$ cat config.mk
export PLATFORM = sky130hd
export DESIGN_NAME = sobel_max_tracker_flat
export DESIGN_NICKNAME = d
export VERILOG_FILES = /design/src/rtl/sobel_max_tracker_if.sv /design/src/rtl/sobel_max_tracker.sv /design/src/flat_wrapper.sv
export SDC_FILE = /design/constraint.sdc
export NUM_CORES = 1
export LEC_CHECK = 0
export ABC_AREA = 1
export CAP_MARGIN = 20
export CORE_MARGIN = 8
export CORE_UTILIZATION = 35
export CTS_BUF_LIST = sky130_fd_sc_hd__clkbuf_16
export CTS_CLUSTER_SIZE = 30
export DETAILED_ROUTE_END_ITERATION = 7
export GPL_TIMING_DRIVEN = 0
export PLACE_DENSITY = 0.62
export SLEW_MARGIN = 25
export SYNTH_ARGS = -nofsm -noshare
export SYNTH_HDL_FRONTEND = slang
export SYNTH_SLANG_ARGS = --single-unit
$ cat constraint.sdc
create_clock -name clk -period 4.3 [get_ports clk]
set_input_delay 0.86 -clock clk [delete_from_list [all_inputs] [get_ports clk]]
set_output_delay 0.86 -clock clk [all_outputs]
set_load 0.02 [all_outputs]
$ cat src/rtl/sobel_max_tracker_if.sv
// sobel_max_tracker_if: gradient beats in, magnitudes and frame max out.
// master drives gradients, slave is the tracker.
interface sobel_max_tracker_if #(
    parameter int IN_WIDTH      = 12,
    parameter int OUT_WIDTH     = 12,
    parameter int NUM_PER_CYCLE = 2
);
    logic signed [IN_WIDTH-1:0]  gx [NUM_PER_CYCLE];
    logic signed [IN_WIDTH-1:0]  gy [NUM_PER_CYCLE];
    logic                        din_valid;
    logic        [OUT_WIDTH-1:0] dout [NUM_PER_CYCLE];
    logic                        dout_valid;
    logic signed [OUT_WIDTH-1:0] max;
    logic                        max_valid;

    modport master (
        output gx, gy, din_valid,
        input  dout, dout_valid, max, max_valid
    );

    modport slave (
        input  gx, gy, din_valid,
        output dout, dout_valid, max, max_valid
    );
endinterface

$ cat src/rtl/sobel_max_tracker.sv
// sobel_max_tracker: saturated L1 gradient magnitude per lane, plus the
// frame-wide maximum over the ROI interior for a downstream divider.
module sobel_max_tracker #(
    parameter int ROI_SIZE      = 480,
    parameter int IN_WIDTH      = 12,
    parameter int OUT_WIDTH     = 12,
    parameter int MASK_SIZE     = 6,
    parameter int NUM_PER_CYCLE = 2
) (
    input  logic               clk,
    input  logic               rst,
    input  logic               clk_en,
    sobel_max_tracker_if.slave bus
);
    localparam int NPC = NUM_PER_CYCLE;
    localparam int CW  = $clog2(ROI_SIZE);
    localparam int SAT = 2**(OUT_WIDTH-1) - 1;
    localparam int LO  = MASK_SIZE;
    localparam int HI  = ROI_SIZE - MASK_SIZE - 1;

    logic                 accept;
    logic [CW-1:0]        row_q, col_q, row_d, col_d;
    logic                 last_d;
    logic [NPC-1:0]       int_d;

    // stage 0: absolute values captured at acceptance
    logic [IN_WIDTH-1:0]  a_d  [NPC];
    logic [IN_WIDTH-1:0]  b_d  [NPC];
    logic [IN_WIDTH-1:0]  a0_q [NPC];
    logic [IN_WIDTH-1:0]  b0_q [NPC];
    logic                 v0_q, last0_q;
    logic [NPC-1:0]       int0_q;

    // stage 1: saturated magnitudes
    logic [OUT_WIDTH-1:0] mag_d  [NPC];
    logic [OUT_WIDTH-1:0] mag1_q [NPC];
    logic                 v1_q, last1_q;
    logic [NPC-1:0]       int1_q;

    // stage 2: outputs and running maximum
    logic [OUT_WIDTH-1:0] dout_q [NPC];
    logic                 dv_q, mv_q;
    logic [OUT_WIDTH-1:0] max_q, max_d;
    logic [OUT_WIDTH-1:0] run_max_q, run_max_d;

    assign accept = clk_en && bus.din_valid;

    // position of the incoming beat, its interior lanes and end-of-frame
    always_comb begin
        logic row_in;
        row_d  = row_q;
        col_d  = col_q + CW'(NPC);
        last_d = (row_q == CW'(ROI_SIZE-1)) && (col_q == CW'(ROI_SIZE-NPC));
        if (col_q == CW'(ROI_SIZE-NPC)) begin
            col_d = '0;
            row_d = (row_q == CW'(ROI_SIZE-1)) ? '0 : row_q + CW'(1);
        end
        row_in = (int'(row_q) >= LO) && (int'(row_q) <= HI);
        int_d  = '0;
        for (int l = 0; l < NPC; l++) begin
            int_d[l] = row_in && (int'(col_q) + l >= LO) &&
                       (int'(col_q) + l <= HI);
        end
    end

    // absolute value; the most negative input maps to 2^(IN_WIDTH-1)
    always_comb begin
        for (int l = 0; l < NPC; l++) begin
            a_d[l] = bus.gx[l][IN_WIDTH-1] ?
                     (~bus.gx[l] + IN_WIDTH'(1)) : bus.gx[l];
            b_d[l] = bus.gy[l][IN_WIDTH-1] ?
                     (~bus.gy[l] + IN_WIDTH'(1)) : bus.gy[l];
        end
    end

    // sum and clamp so the magnitude stays a positive signed value
    always_comb begin
        logic [IN_WIDTH:0] s;
        for (int l = 0; l < NPC; l++) begin
            s = {1'b0, a0_q[l]} + {1'b0, b0_q[l]};
            mag_d[l] = (32'(s) > 32'(SAT)) ? OUT_WIDTH'(SAT)
                                           : OUT_WIDTH'(s);
        end
    end

    // interior lanes update the max; ties keep the held value
    always_comb begin
        logic [OUT_WIDTH-1:0] m;
        m = run_max_q;
        for (int l = 0; l < NPC; l++) begin
            if (int1_q[l] && (mag1_q[l] > m)) begin
                m = mag1_q[l];
            end
        end
        max_d     = (m == '0) ? OUT_WIDTH'(1) : m;
        run_max_d = last1_q ? '0 : m;
    end

    // row/col counters advance on every accepted beat
    always_ff @(posedge clk) begin
        if (rst) begin
            row_q <= '0;
            col_q <= '0;
        end else if (accept) begin
            row_q <= row_d;
            col_q <= col_d;
        end
    end

    // stage 0 register: capture |gx|, |gy| and position flags
    always_ff @(posedge clk) begin
        if (rst) begin
            v0_q    <= 1'b0;
            last0_q <= 1'b0;
            int0_q  <= '0;
            for (int l = 0; l < NPC; l++) begin
                a0_q[l] <= '0;
                b0_q[l] <= '0;
            end
        end else if (clk_en) begin
            v0_q <= bus.din_valid;
            if (bus.din_valid) begin
                last0_q <= last_d;
                int0_q  <= int_d;
                for (int l = 0; l < NPC; l++) begin
                    a0_q[l] <= a_d[l];
                    b0_q[l] <= b_d[l];
                end
            end
        end
    end

    // stage 1 register: saturated magnitudes
    always_ff @(posedge clk) begin
        if (rst) begin
            v1_q    <= 1'b0;
            last1_q <= 1'b0;
            int1_q  <= '0;
            for (int l = 0; l < NPC; l++) begin
                mag1_q[l] <= '0;
            end
        end else if (clk_en) begin
            v1_q <= v0_q;
            if (v0_q) begin
                last1_q <= last0_q;
                int1_q  <= int0_q;
                for (int l = 0; l < NPC; l++) begin
                    mag1_q[l] <= mag_d[l];
                end
            end
        end
    end

    // stage 2 register: stream out, track max, publish on frame end
    always_ff @(posedge clk) begin
        if (rst) begin
            dv_q      <= 1'b0;
            mv_q      <= 1'b0;
            max_q     <= '0;
            run_max_q <= '0;
            for (int l = 0; l < NPC; l++) begin
                dout_q[l] <= '0;
            end
        end else if (clk_en) begin
            dv_q <= v1_q;
            mv_q <= v1_q && last1_q;
            if (v1_q) begin
                run_max_q <= run_max_d;
                for (int l = 0; l < NPC; l++) begin
                    dout_q[l] <= mag1_q[l];
                end
                if (last1_q) begin
                    max_q <= max_d;
                end
            end
        end
    end

    assign bus.dout       = dout_q;
    assign bus.dout_valid = dv_q;
    assign bus.max        = max_q;
    assign bus.max_valid  = mv_q;
endmodule

$ cat src/flat_wrapper.sv
// flat-port wrapper written by rule: the top's interface ports become plain ports
module sobel_max_tracker_flat 
#(
    parameter int ROI_SIZE      = 480,
    parameter int IN_WIDTH      = 12,
    parameter int OUT_WIDTH     = 12,
    parameter int MASK_SIZE     = 6,
    parameter int NUM_PER_CYCLE = 2
)
  (clk, rst, clk_en, bus_gx, bus_gy, bus_din_valid, bus_dout, bus_dout_valid, bus_max, bus_max_valid);
  sobel_max_tracker_if #(.IN_WIDTH(IN_WIDTH), .OUT_WIDTH(OUT_WIDTH), .NUM_PER_CYCLE(NUM_PER_CYCLE)) bus_i ();
  input  logic clk;
  input  logic rst;
  input  logic clk_en;
  input wire logic [$bits(bus_i.gx)-1:0] bus_gx;
  input wire logic [$bits(bus_i.gy)-1:0] bus_gy;
  input wire logic [$bits(bus_i.din_valid)-1:0] bus_din_valid;
  output wire logic [$bits(bus_i.dout)-1:0] bus_dout;
  output wire logic [$bits(bus_i.dout_valid)-1:0] bus_dout_valid;
  output wire logic [$bits(bus_i.max)-1:0] bus_max;
  output wire logic [$bits(bus_i.max_valid)-1:0] bus_max_valid;
  assign bus_i.gx = {>>{bus_gx}};
  assign bus_i.gy = {>>{bus_gy}};
  assign bus_i.din_valid = bus_din_valid;
  assign bus_dout = {>>{bus_i.dout}};
  assign bus_dout_valid = bus_i.dout_valid;
  assign bus_max = bus_i.max;
  assign bus_max_valid = bus_i.max_valid;
  sobel_max_tracker #(.ROI_SIZE(ROI_SIZE), .IN_WIDTH(IN_WIDTH), .OUT_WIDTH(OUT_WIDTH), .MASK_SIZE(MASK_SIZE), .NUM_PER_CYCLE(NUM_PER_CYCLE)) u_core (.clk(clk), .rst(rst), .clk_en(clk_en), .bus(bus_i));
endmodule
==> summary.txt <==
==================================================================================================
Status                                                                                complete, no violations
DRT antenna net count                                                                            0
HPWL after detailed placement                                                             16700 um
CP Class                                                                              flip-flop to flip-flop
Root buffer cell                                                                         clkbuf_16
Syn Area/Cell                                                                             7.71 um2
CTS HTree Levels                                                                                 4
Site Rows                                                                                       57
Cell family with the largest share of critical-path delay                             simple AND/OR/NAND/NOR gates
Die extent in y                                                                             173 um
Final setup violation count                                                                      0
DP Worst Slack                                                                            0.689 ns
Via/cell ratio                                                                                4.73
Number of cells after detailed placement                                                      1525
Ys async rst share                                                                               0
DRC Markers                                                                                      0
# fillers                                                                                     2447
Chip Width                                                                                  173 um
Die area                                                                                 29800 um2
Sum of routed wire length over all layers                                                 21200 um
Buffers inserted during post-CTS setup optimization                                              0
Data arrival time of the critical path                                                     3.99 ns
Ratio of cells with drive above 1 in the final layout                                       0.0438
Kind of launch point of the worst setup path                                             flip-flop
Transition time at the pin with the least slew margin                                     0.759 ns
#FFs+latches synth                                                                             147
Synthesized netlist cell count                                                                1112
Largest fanout on the critical path                                                             10
Drt first-iter violations                                                                      455
I/O pin cnt                                                                                     90
First-pass GRT wire length                                                                34600 um
Number of flops mapped to enable cells by yosys                                                 72
Sequential cell area                                                                      3660 um2
Final weighted congestion of routability-driven global placement                             0.871
TritonCTS clock tree                                                                           yes
Maximum Capacitance Violations                                                                   0
GR Util All Layers                                                                           0.141
Count of buffers from port buffering                                                            88
Setup repair after global routing missed its margin                                          false
Leak pwr                                                                                   4.51 nW
Growth of design area from synthesis to finish                                               22.3%
Setup TNS                                                                                     0 ns
Maximum number of pins on one net before global-route repair                                    54
Most frequent standard cell in the layout excluding fill and tap cells                     nand2_1
Area of the core                                                                         24200 um2
Relative max-transition margin                                                               0.494
VDD IR max                                                                                  187 uV
Post-layout power                                                                          3.60 mW
Total clock sinks                                                                              147
Final critical-path required period                                                        3.63 ns
Count of hold-fix buffers inserted at cts                                                        0
Data required time of the worst path                                                       4.65 ns
Fin. Hold Viols                                                                                  0
Number of pins exceeding their max-slew limit in the final report                                0
Starting density of the core                                                                 0.355
Power per unit of standard cell area                                                    344 nW/um2
Clock insertion delay at the later pin of the skew report                                  0.42 ns
Clk_skew                                                                                0.00960 ns
Inserted Clock Buffers                                                                          17
Clock transition time at the flip-flop clock pins of the worst setup and hold paths        0.07 ns
Most frequent CP cell                                                                      nand2_1
Cell area after technology mapping                                                        8580 um2
Number of unique standard cell types used by synthesis                                          45
Fmax                                                                                       275 MHz
Post-route insts no fill                                                                      1557
Portion of the post-synthesis area used by sequential elements                               0.427
Wirelength per Cell                                                                        13.6 um
Post-layout worst setup margin                                                            0.665 ns
# nets final                                                                                  1331
Number of iterations in the first detailed-routing pass                                          5
Count of instances resized after the clock tree is built                                         0
Final hold slack                                                                          0.465 ns
Combined area of the multi-input logic cells                                              4090 um2
Antenna cell count                                                                               0
Warnings, synthesis                                                                              0
Number of global-route vias before repair                                                     7007
Slowest stage cell on the critical path                                                    dfxtp_1
Buffers and inverters on the worst path                                                          5
Overall via count from detail_route                                                           7359
Endpoint kind of the worst setup timing path                                             flip-flop
Ratio of final minimum period to clock period                                                0.845
Top flip-flop cell by instance count after synthesis                                       dfxtp_1
Type of the most critical hold path                                                   flip-flop to flip-flop
Most frequent cells in the layout                                                     nand2_1, inv_1, nor2_1
Total congestion overflow                                                                        0
Maximum root-to-sink buffer count                                                                2
Antenna violations before repair                                                                 0
Largest stage delay on the critical path                                                   0.40 ns
==================================================================================================
[worst register-to-register path, stage by stage (launching register included)]
cell,delay (ns)
dfxtp_1,0.40
inv_1,0.07
ha_1,0.30
nand2_1,0.07
inv_1,0.06
nand2_1,0.05
nor2_1,0.16
nand2_1,0.09
nand3_2,0.09
buf_2,0.21
nand3_1,0.13
and2_1,0.19
ha_1,0.31
nand4_1,0.16
nor2_1,0.15
nand2_1,0.07
nand2_1,0.06
inv_1,0.04
nand2_2,0.15
buf_4,0.20
nand3_1,0.08
o21ai_1,0.11
nand2_1,0.07
nor2_1,0.16
nand3_1,0.09
a21oi_1,0.12
[synth_stat cells (11+ instances only)]
master	number	area (um2)
xor2_1	20	175
edfxtp_1	72	2160
inv_1	182	683
nor2_1	105	394
a21oi_1	96	480
nand3_1	58	290
dfxtp_1	75	1500
nor3_1	33	165
clkbuf_1	19	71.3
nand2_1	205	769
ha_1	57	713
o21ai_0	87	435
a31oi_1	11	68.8
and2_1	13	81.3
[report_power, final]
part / switching, mW / internal [mW] / total [mW]
logic: 0.302 / 0.208 / 0.510
registers: 0.0341 / 1.53 / 1.57
clock network: 0.605 / 0.919 / 1.52
total: 0.941 / 2.66 / 3.60
[flip-flops by register name, indices dropped and copies added (netlist names)]
name                   flops
u_core.bus.dout_valid      1
u_core.v1_q                1
u_core.last1_q             1
u_core.run_max_q          12
u_core.last0_q             1
u_core.a0_q               24
u_core.b0_q               24
u_core.bus.dout           24
u_core.mag1_q             24
u_core.bus.max_valid       1
u_core.int0_q              2
u_core.int1_q              2
u_core.bus.max            12
u_core.row_q               9
u_core.col_q               8
u_core.v0_q                1
[worst paths after layout]
| check | startpoint | slack [ns] | cells past startpoint | end |
|---|---|---|---|---|
| max | u_core.run_max_q[11] | 0.67 | 25 | u_core.bus.max[0] |
| min | u_core.bus.max[2] | 0.46 | 2 | u_core.bus.max[2] |
| max reg2reg | u_core.run_max_q[11] | 0.67 | 25 | u_core.bus.max[0] |
| min reg2reg | u_core.bus.max[2] | 0.46 | 2 | u_core.bus.max[2] |
[metrics by stage]
step | instance area (um2) | utilization
after floorplan | 8580 | -
after global placement | 9870 | 0.408
after detailed placement | 9870 | 0.408
after CTS | 10500 | 0.434
after global routing | 10500 | 0.434
final | 10500 | 0.434
[kinds of logic after synthesis]
| logic type | count (synthesis) | synth area share |
|---|---|---|
| AO/OA/AOI/OAI | 221 | 0.138 |
| XOR/XNOR | 24 | 0.0254 |
| adder cells (fa/ha/maj) | 59 | 0.0878 |
| buffers and inverters | 214 | 0.0972 |
| flip-flops | 147 | 0.427 |
| other | 1 | 0.000437 |
| AND/OR/NAND/NOR | 446 | 0.224 |
[final cells by class]
cell class                      count  area share
Clock buffer                       17      0.0406
Inverter                          184      0.0659
Buffer                             30      0.0136
Multi-Input combinational cell    752       0.390
Clock inverter                     15      0.0175
Sequential cell                   147       0.349
Timing Repair Buffer               88      0.0840
Tap cell                          324      0.0387
[metal layers]
layer / wire [um] / share of wire / up-vias / GRT usage
li1: - / - / 3885 / -
met1: 9960 / 0.47 / 3292 / 0.178
met2: 9960 / 0.47 / 157 / 0.239
met3: 874 / 0.041 / 25 / 0.0296
met4: 369 / 0.017 / 0 / 0.0457
met5: 0 / 0 / - / 0
Note: power is estimated with default switching activity, not from simulation.
